### config.mk
export PLATFORM = sky130hd
export DESIGN_NAME = instruction_fetch
export DESIGN_NICKNAME = d
export VERILOG_FILES = /design/src/rtl/instruction_fetch.sv
export SDC_FILE = /design/constraint.sdc
export NUM_CORES = 1
export LEC_CHECK = 0
export CORE_ASPECT_RATIO = 1.4
export CORE_MARGIN = 2
export CORE_UTILIZATION = 55
export DETAILED_ROUTE_END_ITERATION = 10
export HOLD_SLACK_MARGIN = 0.03
export MAX_ROUTING_LAYER = met4
export PLACE_DENSITY = 0.89
export SYNTH_ARGS = -nofsm -noshare
export SYNTH_HDL_FRONTEND = slang
export SYNTH_SLANG_ARGS = --single-unit
### constraint.sdc
create_clock -name Clk -period 2.9 [get_ports Clk]
set_input_delay 0.29 -clock Clk [delete_from_list [all_inputs] [get_ports Clk]]
set_output_delay 0.29 -clock Clk [all_outputs]
set_load 0.02 [all_outputs]
### src/rtl/instruction_fetch.sv
// instruction_fetch: accepts PCs and fetches them one at a time over req/ack.
// It queues {instr, pc} pairs in a DEPTH-entry FIFO for decode.
// Ports: Clk, Rst (async, active-low); PCIn/PCValid/PCReady from the PC;
//   Flush redirect; MemReq/MemAddr/MemAck/MemData to instruction memory;
//   InstrValid/Instr/InstrPC/InstrReady to decode.
// Build option FETCH_ALIGN_CHECK_EN: misaligned PCs skip memory and push a
//   faulting entry; adds the InstrFault output.
module instruction_fetch #(
  parameter int ADDR_W  = 64,
  parameter int INSTR_W = 32,
  parameter int DEPTH   = 4
) (
  input  logic               Clk,
  input  logic               Rst,
  input  logic [ADDR_W-1:0]  PCIn,
  input  logic               PCValid,
  output logic               PCReady,
  input  logic               Flush,
  output logic               MemReq,
  output logic [ADDR_W-1:0]  MemAddr,
  input  logic               MemAck,
  input  logic [INSTR_W-1:0] MemData,
`ifdef FETCH_ALIGN_CHECK_EN
  output logic               InstrFault,
`endif
  output logic               InstrValid,
  output logic [INSTR_W-1:0] Instr,
  output logic [ADDR_W-1:0]  InstrPC,
  input  logic               InstrReady
);

  localparam int PW = $clog2(DEPTH);
  localparam logic [PW:0]   FULL = (PW+1)'(DEPTH);
  localparam logic [PW:0]   CONE = (PW+1)'(1);
  localparam logic [PW-1:0] PONE = PW'(1);

  typedef enum logic [1:0] {
    IDLE  = 2'd0,
    REQ   = 2'd1,
    DRAIN = 2'd2
  } state_e;

  state_e state_q, state_d;

  logic [ADDR_W-1:0]  addr_q, addr_d;
  logic [PW:0]        cnt_q, cnt_d;
  logic [PW-1:0]      rd_q, wr_q;
  logic               run_q;
  logic [INSTR_W-1:0] ins_q [DEPTH];
  logic [ADDR_W-1:0]  pc_q  [DEPTH];
`ifdef FETCH_ALIGN_CHECK_EN
  logic               flt_q [DEPTH];
`endif

  logic               pc_rdy;
  logic               req;
  logic               accept;
  logic               push;
  logic               pop;
  logic [INSTR_W-1:0] push_ins;
  logic [ADDR_W-1:0]  push_pc;
  logic               push_flt;

  always_comb begin
    state_d  = state_q;
    addr_d   = addr_q;
    pc_rdy   = 1'b0;
    req      = 1'b0;
    push     = 1'b0;
    push_ins = MemData;
    push_pc  = addr_q;
    push_flt = 1'b0;
    unique case (state_q)
      IDLE: begin
        pc_rdy = run_q & ~Flush & (cnt_q < FULL);
      end
      REQ: begin
        req = 1'b1;
        if (MemAck) begin
          push    = ~Flush;
          state_d = IDLE;
`ifndef FETCH_ALIGN_CHECK_EN
          // Back-to-back: the next PC may claim a slot on the push edge,
          // as long as one remains after this push.
          pc_rdy = run_q & ~Flush & (cnt_q < FULL - CONE);
`endif
        end else if (Flush) begin
          state_d = DRAIN;
        end
      end
      DRAIN: begin
        req = 1'b1;
        if (MemAck) state_d = IDLE;
      end
      default: state_d = IDLE;
    endcase

    accept = PCValid & pc_rdy;
    if (accept) begin
`ifdef FETCH_ALIGN_CHECK_EN
      // Only reachable from IDLE here, so a fault push never
      // coincides with a memory push.
      if (PCIn[1:0] != 2'b00) begin
        push     = 1'b1;
        push_ins = '0;
        push_pc  = PCIn;
        push_flt = 1'b1;
        state_d  = IDLE;
      end else begin
        addr_d  = PCIn;
        state_d = REQ;
      end
`else
      addr_d      = PCIn;
      addr_d[1:0] = 2'b00;
      state_d     = REQ;
`endif
    end
  end

  assign pop = (cnt_q != '0) & InstrReady & ~Flush;

  always_comb begin
    cnt_d = cnt_q;
    if (Flush)             cnt_d = '0;
    else if (push && !pop) cnt_d = cnt_q + CONE;
    else if (!push && pop) cnt_d = cnt_q - CONE;
  end

  always_ff @(posedge Clk or negedge Rst) begin
    if (!Rst) begin
      state_q <= IDLE;
      addr_q  <= '0;
      cnt_q   <= '0;
      rd_q    <= '0;
      wr_q    <= '0;
      run_q   <= 1'b0;
      for (int i = 0; i < DEPTH; i++) begin
        ins_q[i] <= '0;
        pc_q[i]  <= '0;
      end
    end else begin
      state_q <= state_d;
      addr_q  <= addr_d;
      cnt_q   <= cnt_d;
      run_q   <= 1'b1;
      if (Flush) begin
        rd_q <= '0;
        wr_q <= '0;
      end else begin
        if (push) begin
          ins_q[wr_q] <= push_ins;
          pc_q[wr_q]  <= push_pc;
          wr_q        <= wr_q + PONE;
        end
        if (pop) rd_q <= rd_q + PONE;
      end
    end
  end

`ifdef FETCH_ALIGN_CHECK_EN
  always_ff @(posedge Clk or negedge Rst) begin
    if (!Rst) begin
      for (int i = 0; i < DEPTH; i++) flt_q[i] <= 1'b0;
    end else if (push && !Flush) begin
      flt_q[wr_q] <= push_flt;
    end
  end

  assign InstrFault = InstrValid & flt_q[rd_q];
`endif

  assign PCReady    = pc_rdy;
  assign MemReq     = req;
  assign MemAddr    = addr_q;
  assign InstrValid = (cnt_q != '0);
  assign Instr      = InstrValid ? ins_q[rd_q] : '0;
  assign InstrPC    = InstrValid ? pc_q[rd_q]  : '0;

endmodule

==> results of run 1 <==
==> worst max-delay path by stage <==
stage / from / end / slack [ns] / depth (start not counted)
final: cnt_q[2] / InstrPC[50] / 0.04 / 4
after global placement: InstrReady / cnt_q[1] / 0.39 / 8
after CTS: rd_q[0] / Instr[6] / 0.00004 / 6
after detailed placement: InstrReady / cnt_q[1] / 0.36 / 8
after floorplan: state_q[1] / cnt_q[1] / 0.65 / 10
after global routing: cnt_q[2] / InstrPC[11] / -0.04 / 4
==> registers in the layout (all words and copies together) (netlist names) <==
name,flops
pc_q,248
run_q,1
ins_q,128
state_q,2
wr_q,2
rd_q,2
cnt_q,3
MemAddr,62
==> metrics by stage <==
step | cells | util [%] | area [sq um] | hold WS, ns | setup TNS [ns]
2_1_floorplan | 1232 | - | 19730 | -0.005591 | 0
3_3_place_gp | 1920 | 65.08 | 23170 | 0.3214 | 0
3_5_place_dp | 1920 | 65.08 | 23170 | 0.3282 | 0
4_1_cts | 2002 | 68.93 | 24540 | 0.3129 | 0
5_1_grt | 2009 | 69.09 | 24600 | 0.3335 | -0.1491
6_report | 2009 | 69.09 | 24600 | 0.3180 | 0
==> per-layer routing <==
metal | share of wire, % | global-route usage [%] | vias to the layer above
met4 | 3.0 | 8.635 | 0
li1 | - | - | 5033
met3 | 3.8 | 3.800 | 80
met1 | 39 | 29.39 | 6209
met5 | 0 | - | -
met2 | 54 | 43.57 | 256
==> power groups by stage <==
stage | Clock (mW) | Sequential (mW) | Combinational, mW
after global placement | 0 | 9.00 | 9.39
after CTS | 5.67 | 9.09 | 9.29
after floorplan | 0 | 9.20 | 5.31
after global routing | 5.91 | 9.31 | 9.81
after detailed placement | 0 | 9.16 | 9.61
final | 5.56 | 9.09 | 9.23
==> logic make-up after synthesis <==
kind of cell | after synthesis | share of synthesized area, %
AOI/OAI and AO/OA | 15 | 0.4886
xor gates and xnor gates | 5 | 0.2221
adders and majority gates | 8 | 0.5456
buffers and inverters | 94 | 2.322
DFF | 448 | 56.85
muxes | 532 | 35.74
other | 2 | 0.03808
and+or+nand+nor | 125 | 3.794
==> area by class of cell <==
| class | count | share of cell area [%] |
|---|---|---|
| Timing Repair Buffer | 321 | 13.26 |
| Inverter | 7 | 0.1068 |
| Multi-Input combinational cell | 690 | 32.93 |
| Clock inverter | 20 | 0.6968 |
| Sequential cell | 448 | 45.61 |
| Clock buffer | 59 | 5.031 |
| Tap cell | 462 | 2.350 |
| Antenna cell | 2 | 0.02035 |
==> placed cells by master (no fill, tap or decap), types with 2 or more instances in the layout <==
cell type,instances
clkinv_2,14
clkbuf_8,8
clkbuf_16,44
dfrtp_4,2
ha_1,7
dlygate4sd2_1,82
mux2_2,433
nor3_1,2
buf_4,38
bufinv_16,2
a21oi_1,5
clkdlybuf4s50_1,174
mux4_2,94
buf_12,20
nor2_1,9
buf_16,2
xnor2_1,3
nand2_1,7
and2_1,94
clkbuf_1,7
xor2_1,2
buf_6,2
dfrtp_1,446
inv_1,7
o21ai_0,2
nand3_1,3
conb_1,5
mux2_1,5
nand2_4,4
diode_2,2
==> critical path, stage by stage (launching register included) <==
cell and delay (ns):
dfrtp_1 0.48, or3_2 0.47, buf_6 0.23, and2_1 0.24, clkdlybuf4s50_1 0.55
==> repair_timing <==
action | in CTS | in global routing
hold buffers | 1 | 0
gates cloned | 0 | 0
buffers inserted | 2 | 5
endpoints found under the setup margin | 94 | 22
resized for setup | 87 | 1
hold endpoints to repair | 71 | 0
==> flow_summary.json, run 1 <==
{
  "status": "completed",
  "wl_per_cell_microns": 21.97,
  "numPortBuffers": 258,
  "htree_levels": 2,
  "yosys_warnings": 0,
  "synth_area_sq_um": 19720,
  "dpl.hpwl_microns": 28400,
  "cap_viol_max_count": 0,
  "clkLatencyLatePin_ns": 0.55,
  "fin_total_pwr_mw": 23.88,
  "dr.pass1.iters": 4,
  "powerDensity_nw_per_um2": 970.6,
  "slew_headroom_pct": 53.28,
  "syn_to_final_growth_pct": 24.73,
  "worst_slack_ns": 0.04087,
  "synth_top_area_share_pct": 56.85,
  "wirelength_microns": 44140,
  "vias": 11580,
  "synth.most_common_cell": "dfrtp_1",
  "nets": 1621,
  "clockBufferDepth": 3,
  "die_y_microns": 228.1,
  "place_congestion": 0.7583,
  "period_share_pct": 98.59,
  "r2r_start": "state_q[1]",
  "grt_max_degree": 89,
  "critical_path_peak_fanout": 58,
  "initial_core_util_pct": 55.39,
  "fmax_mhz": 349.8,
  "cts_sinks": 448,
  "syn_inst": 1229,
  "ys_types": 35,
  "antenna_found_initial": 2,
  "remaining_drc_errors": 0,
  "ant_nets": 0,
  "final-hold-violation-count": 0,
  "power.leakage_nw": 11.69,
  "coreArea_sq_um": 35600,
  "die_area_sq_um": 37410,
  "synthArstFlopShare_pct": 100.0,
  "worst_ep_arrival_time_ns": 2.57,
  "start_kind": "register",
  "seq_area_frac_synth_pct": 56.85,
  "cts_buffers": 43,
  "io_pins": 265,
  "clockRootBuffer": "clkbuf_16",
  "clock_skew_ns": 0.01598,
  "gr-total-overflow": 0,
  "drive_above_1_share_pct": 43.43,
  "worstMarginPinSlew_ns": 0.7008,
  "switchingPower_mw": 8.039,
  "die_w_microns": 164.0,
  "power_switching_share_pct": 33.67,
  "seq_area_sq_um": 11220,
  "cts_tree": "built",
  "worstRegToRegCells": 10,
  "p_comb_share_pct": 38.7,
  "final-max-slew-violation-count": 0,
  "synth.avg_cell_area_sq_um": 16.05,
  "rsz0062_at_grt": "true",
  "gr-usage-all-layers_pct": 24.98,
  "hp-class": "in -> async",
  "endpoint_kind": "primary output",
  "yosysTopAreaCell": "dfrtp_1",
  "dpl_worst_slack_ns": 0.3573,
  "synth-edff-count": 0,
  "setup_violations": 0,
  "synthTopCellsByArea": "dfrtp_1, mux2_2, mux4_2",
  "r2r-end": "cnt_q[1]",
  "period_minus_slack_ns": 2.859,
  "yosys-top-cells-count": "dfrtp_1, mux2_2, and2_1, mux4_2, clkbuf_1",
  "crit_type": "reg -> out",
  "clkPwrFrac_pct": 23.3,
  "fillers": 2327,
  "reg2reg_slack_ns": 0.48,
  "crit_required_ns": 2.61,
  "drtIter0Drc": 682,
  "vias_per_cell": 5.763,
  "ir_drop_uv": 890.3,
  "power_frac_seq_pct": 38.1,
  "synth_ff_type": "dfrtp_1",
  "core.rowCount": 82,
  "multi_input_comb_area_sq_um": 8102,
  "first_global_vias": 13050,
  "ys_ff_latch": 448,
  "grt_pass1_wl_microns": 70670,
  "path_clk_slew_ns": 0.06,
  "intPower_mw": 15.84
}
Power figures use the tool's default switching activity.
==> run 2, diff against run 1 <==
CORE_UTILIZATION = 60   (was 55)
PLACE_DENSITY = 0.95   (was 0.89)
clock period = 3.6 ns   (was 2.9 ns; I/O delays follow)
==> run 2 against run 1 <==
Compared with the run above: total power decreased by 18%; die area shrank 8.2%; clock-buffer cell count rose by 9; combinational power fell by 17%; highest routed layer unchanged; critical endpoint is now Instr[4]; final area fell by 1.5%; worst hold slack gained 0.11 ns; final cell count fell by 2.8%; wire length is 2.3% higher; clock skew rose by 0.0055 ns; utilization rose by 5.7 points; critical path depth is the same; via count down 0.64%.
==> flow_summary.json, run 2 (synthesis results as in run 1) <==
{
  "status": "completed",
  "drive_above_1_share_pct": 41.52,
  "nets": 1587,
  "antenna_found_initial": 2,
  "wl_per_cell_microns": 23.14,
  "crit_type": "reg -> out",
  "grt_max_degree": 95,
  "clockBufferDepth": 3,
  "period_share_pct": 91.65,
  "crit_required_ns": 3.24,
  "fin_area_sq_um": 24230,
  "path_clk_slew_ns": 0.06,
  "htree_levels": 2,
  "worst_ep_arrival_time_ns": 2.94,
  "coreArea_sq_um": 32400,
  "initial_core_util_pct": 60.87,
  "period_minus_slack_ns": 3.299,
  "place_area_sq_um": 22840,
  "numPortBuffers": 258,
  "wirelength_microns": 45170,
  "cts_resized": 0,
  "remaining_drc_errors": 0,
  "final-hold-violation-count": 0,
  "seq_area_sq_um": 11220,
  "die_area_sq_um": 34360,
  "clockRootBuffer": "clkbuf_16",
  "gr-usage-all-layers_pct": 27.80,
  "vias": 11500,
  "cts_sinks": 448,
  "instances_no_fill": 1952,
  "dpl_worst_slack_ns": 0.8415,
  "grt_pass1_wl_microns": 71530,
  "vias_per_cell": 5.893,
  "power.leakage_nw": 11.08,
  "worstMarginPinSlew_ns": 0.8854,
  "drtIter0Drc": 565,
  "cap_viol_max_count": 0,
  "clock_skew_ns": 0.02149,
  "endpoint_kind": "primary output",
  "ir_drop_uv": 613.3,
  "critical_path_peak_fanout": 28,
  "start_kind": "register",
  "hp-class": "in -> reg",
  "dp.cells": 1871,
  "reg2reg_slack_ns": 0.98,
  "cts_setup_buffers": 0,
  "rsz0062_at_grt": "false",
  "powerDensity_nw_per_um2": 804.2,
  "largest_register": "pc_q",
  "clkLatencyLatePin_ns": 0.55,
  "dr.pass1.iters": 7,
  "slew_headroom_pct": 40.97,
  "final.setup.tns_ns": 0,
  "die_w_microns": 157.2,
  "setup_violations": 0,
  "core.rowCount": 78,
  "die_y_microns": 218.5,
  "final_cell_mix": "dfrtp_1, mux2_2, clkdlybuf4s50_1",
  "fmax_mhz": 303.1,
  "gr-total-overflow": 0,
  "cts_buffers": 43,
  "worst_slack_ns": 0.3006,
  "first_global_vias": 12910,
  "hold_buffers": 1,
  "fillers": 1898,
  "ant_nets": 0,
  "io_pins": 265,
  "multi_input_comb_area_sq_um": 8095,
  "place_congestion": 0.7779,
  "cts_tree": "built",
  "final-max-slew-violation-count": 0,
  "largest_register_ffs": 248,
  "dpl.hpwl_microns": 27440,
  "final_common_cell": "dfrtp_1",
  "syn_to_final_growth_pct": 22.84
}
[run 2: cell types whose count changed in the layout (fill, tap and decap cells not counted), moves of 7 or more]
cell | before | now
clkdlybuf4s50_1 | 174 | 257
dlygate4sd2_1 | 82 | 0
buf_4 | 38 | 16
buf_12 | 20 | 12
clkbuf_1 | 7 | 15
clkinv_2 | 14 | 7
[run 2: power by group]
| part | total [mW] | switching [mW] | internal, mW |
|---|---|---|---|
| clock network | 4.39 | 1.85 | 2.54 |
| registers | 7.44 | 1.19 | 6.25 |
| logic | 7.66 | 3.48 | 4.17 |
[run 2: final cells by class]
cell class	instances	area share, %
Antenna cell	2	0.02066
Clock buffer	68	5.335
Clock inverter	10	0.3305
Inverter	7	0.1085
Multi-Input combinational cell	690	33.42
Sequential cell	448	46.31
Tap cell	440	2.272
Timing Repair Buffer	287	12.21
[run 2: worst max-delay path, stage by stage, from the launching register on]
cell and delay (ns):
dfrtp_1 0.53, or3_2 0.62, buf_4 0.36, and2_1 0.24, clkdlybuf4s50_1 0.63
[run 2: final timing paths]
check                            from     endpoint  cells after the start
max                          cnt_q[2]     Instr[4]                      4
min in group asynchronous         Rst  MemAddr[56]                      2
min                          PCIn[61]  MemAddr[61]                      2
min reg2reg                  pc_q[93]     pc_q[93]                      1
max in group asynchronous         Rst    ins_q[57]                      3
max reg2reg                state_q[1]    ins_q[31]                      7
[run 2: layer usage]
layer  track usage, %  vias up  part of all wire (%)
li1                 -     4969                     -
met1            33.47     6139                    38
met2            47.98      313                    54
met3            4.402       83                   4.3
met4            9.273        0                   2.9
met5                -        -                     0
[run 2: through the flow]
stage,power (mW),hold slack (ns),utilization (%)
detailed placement,15.09,0.4376,70.49
global route,20.39,0.4053,74.77
CTS,19.63,0.3944,74.75
floorplan,11.69,0.06441,-
global placement,14.72,0.4291,70.49
finish,19.48,0.4234,74.77
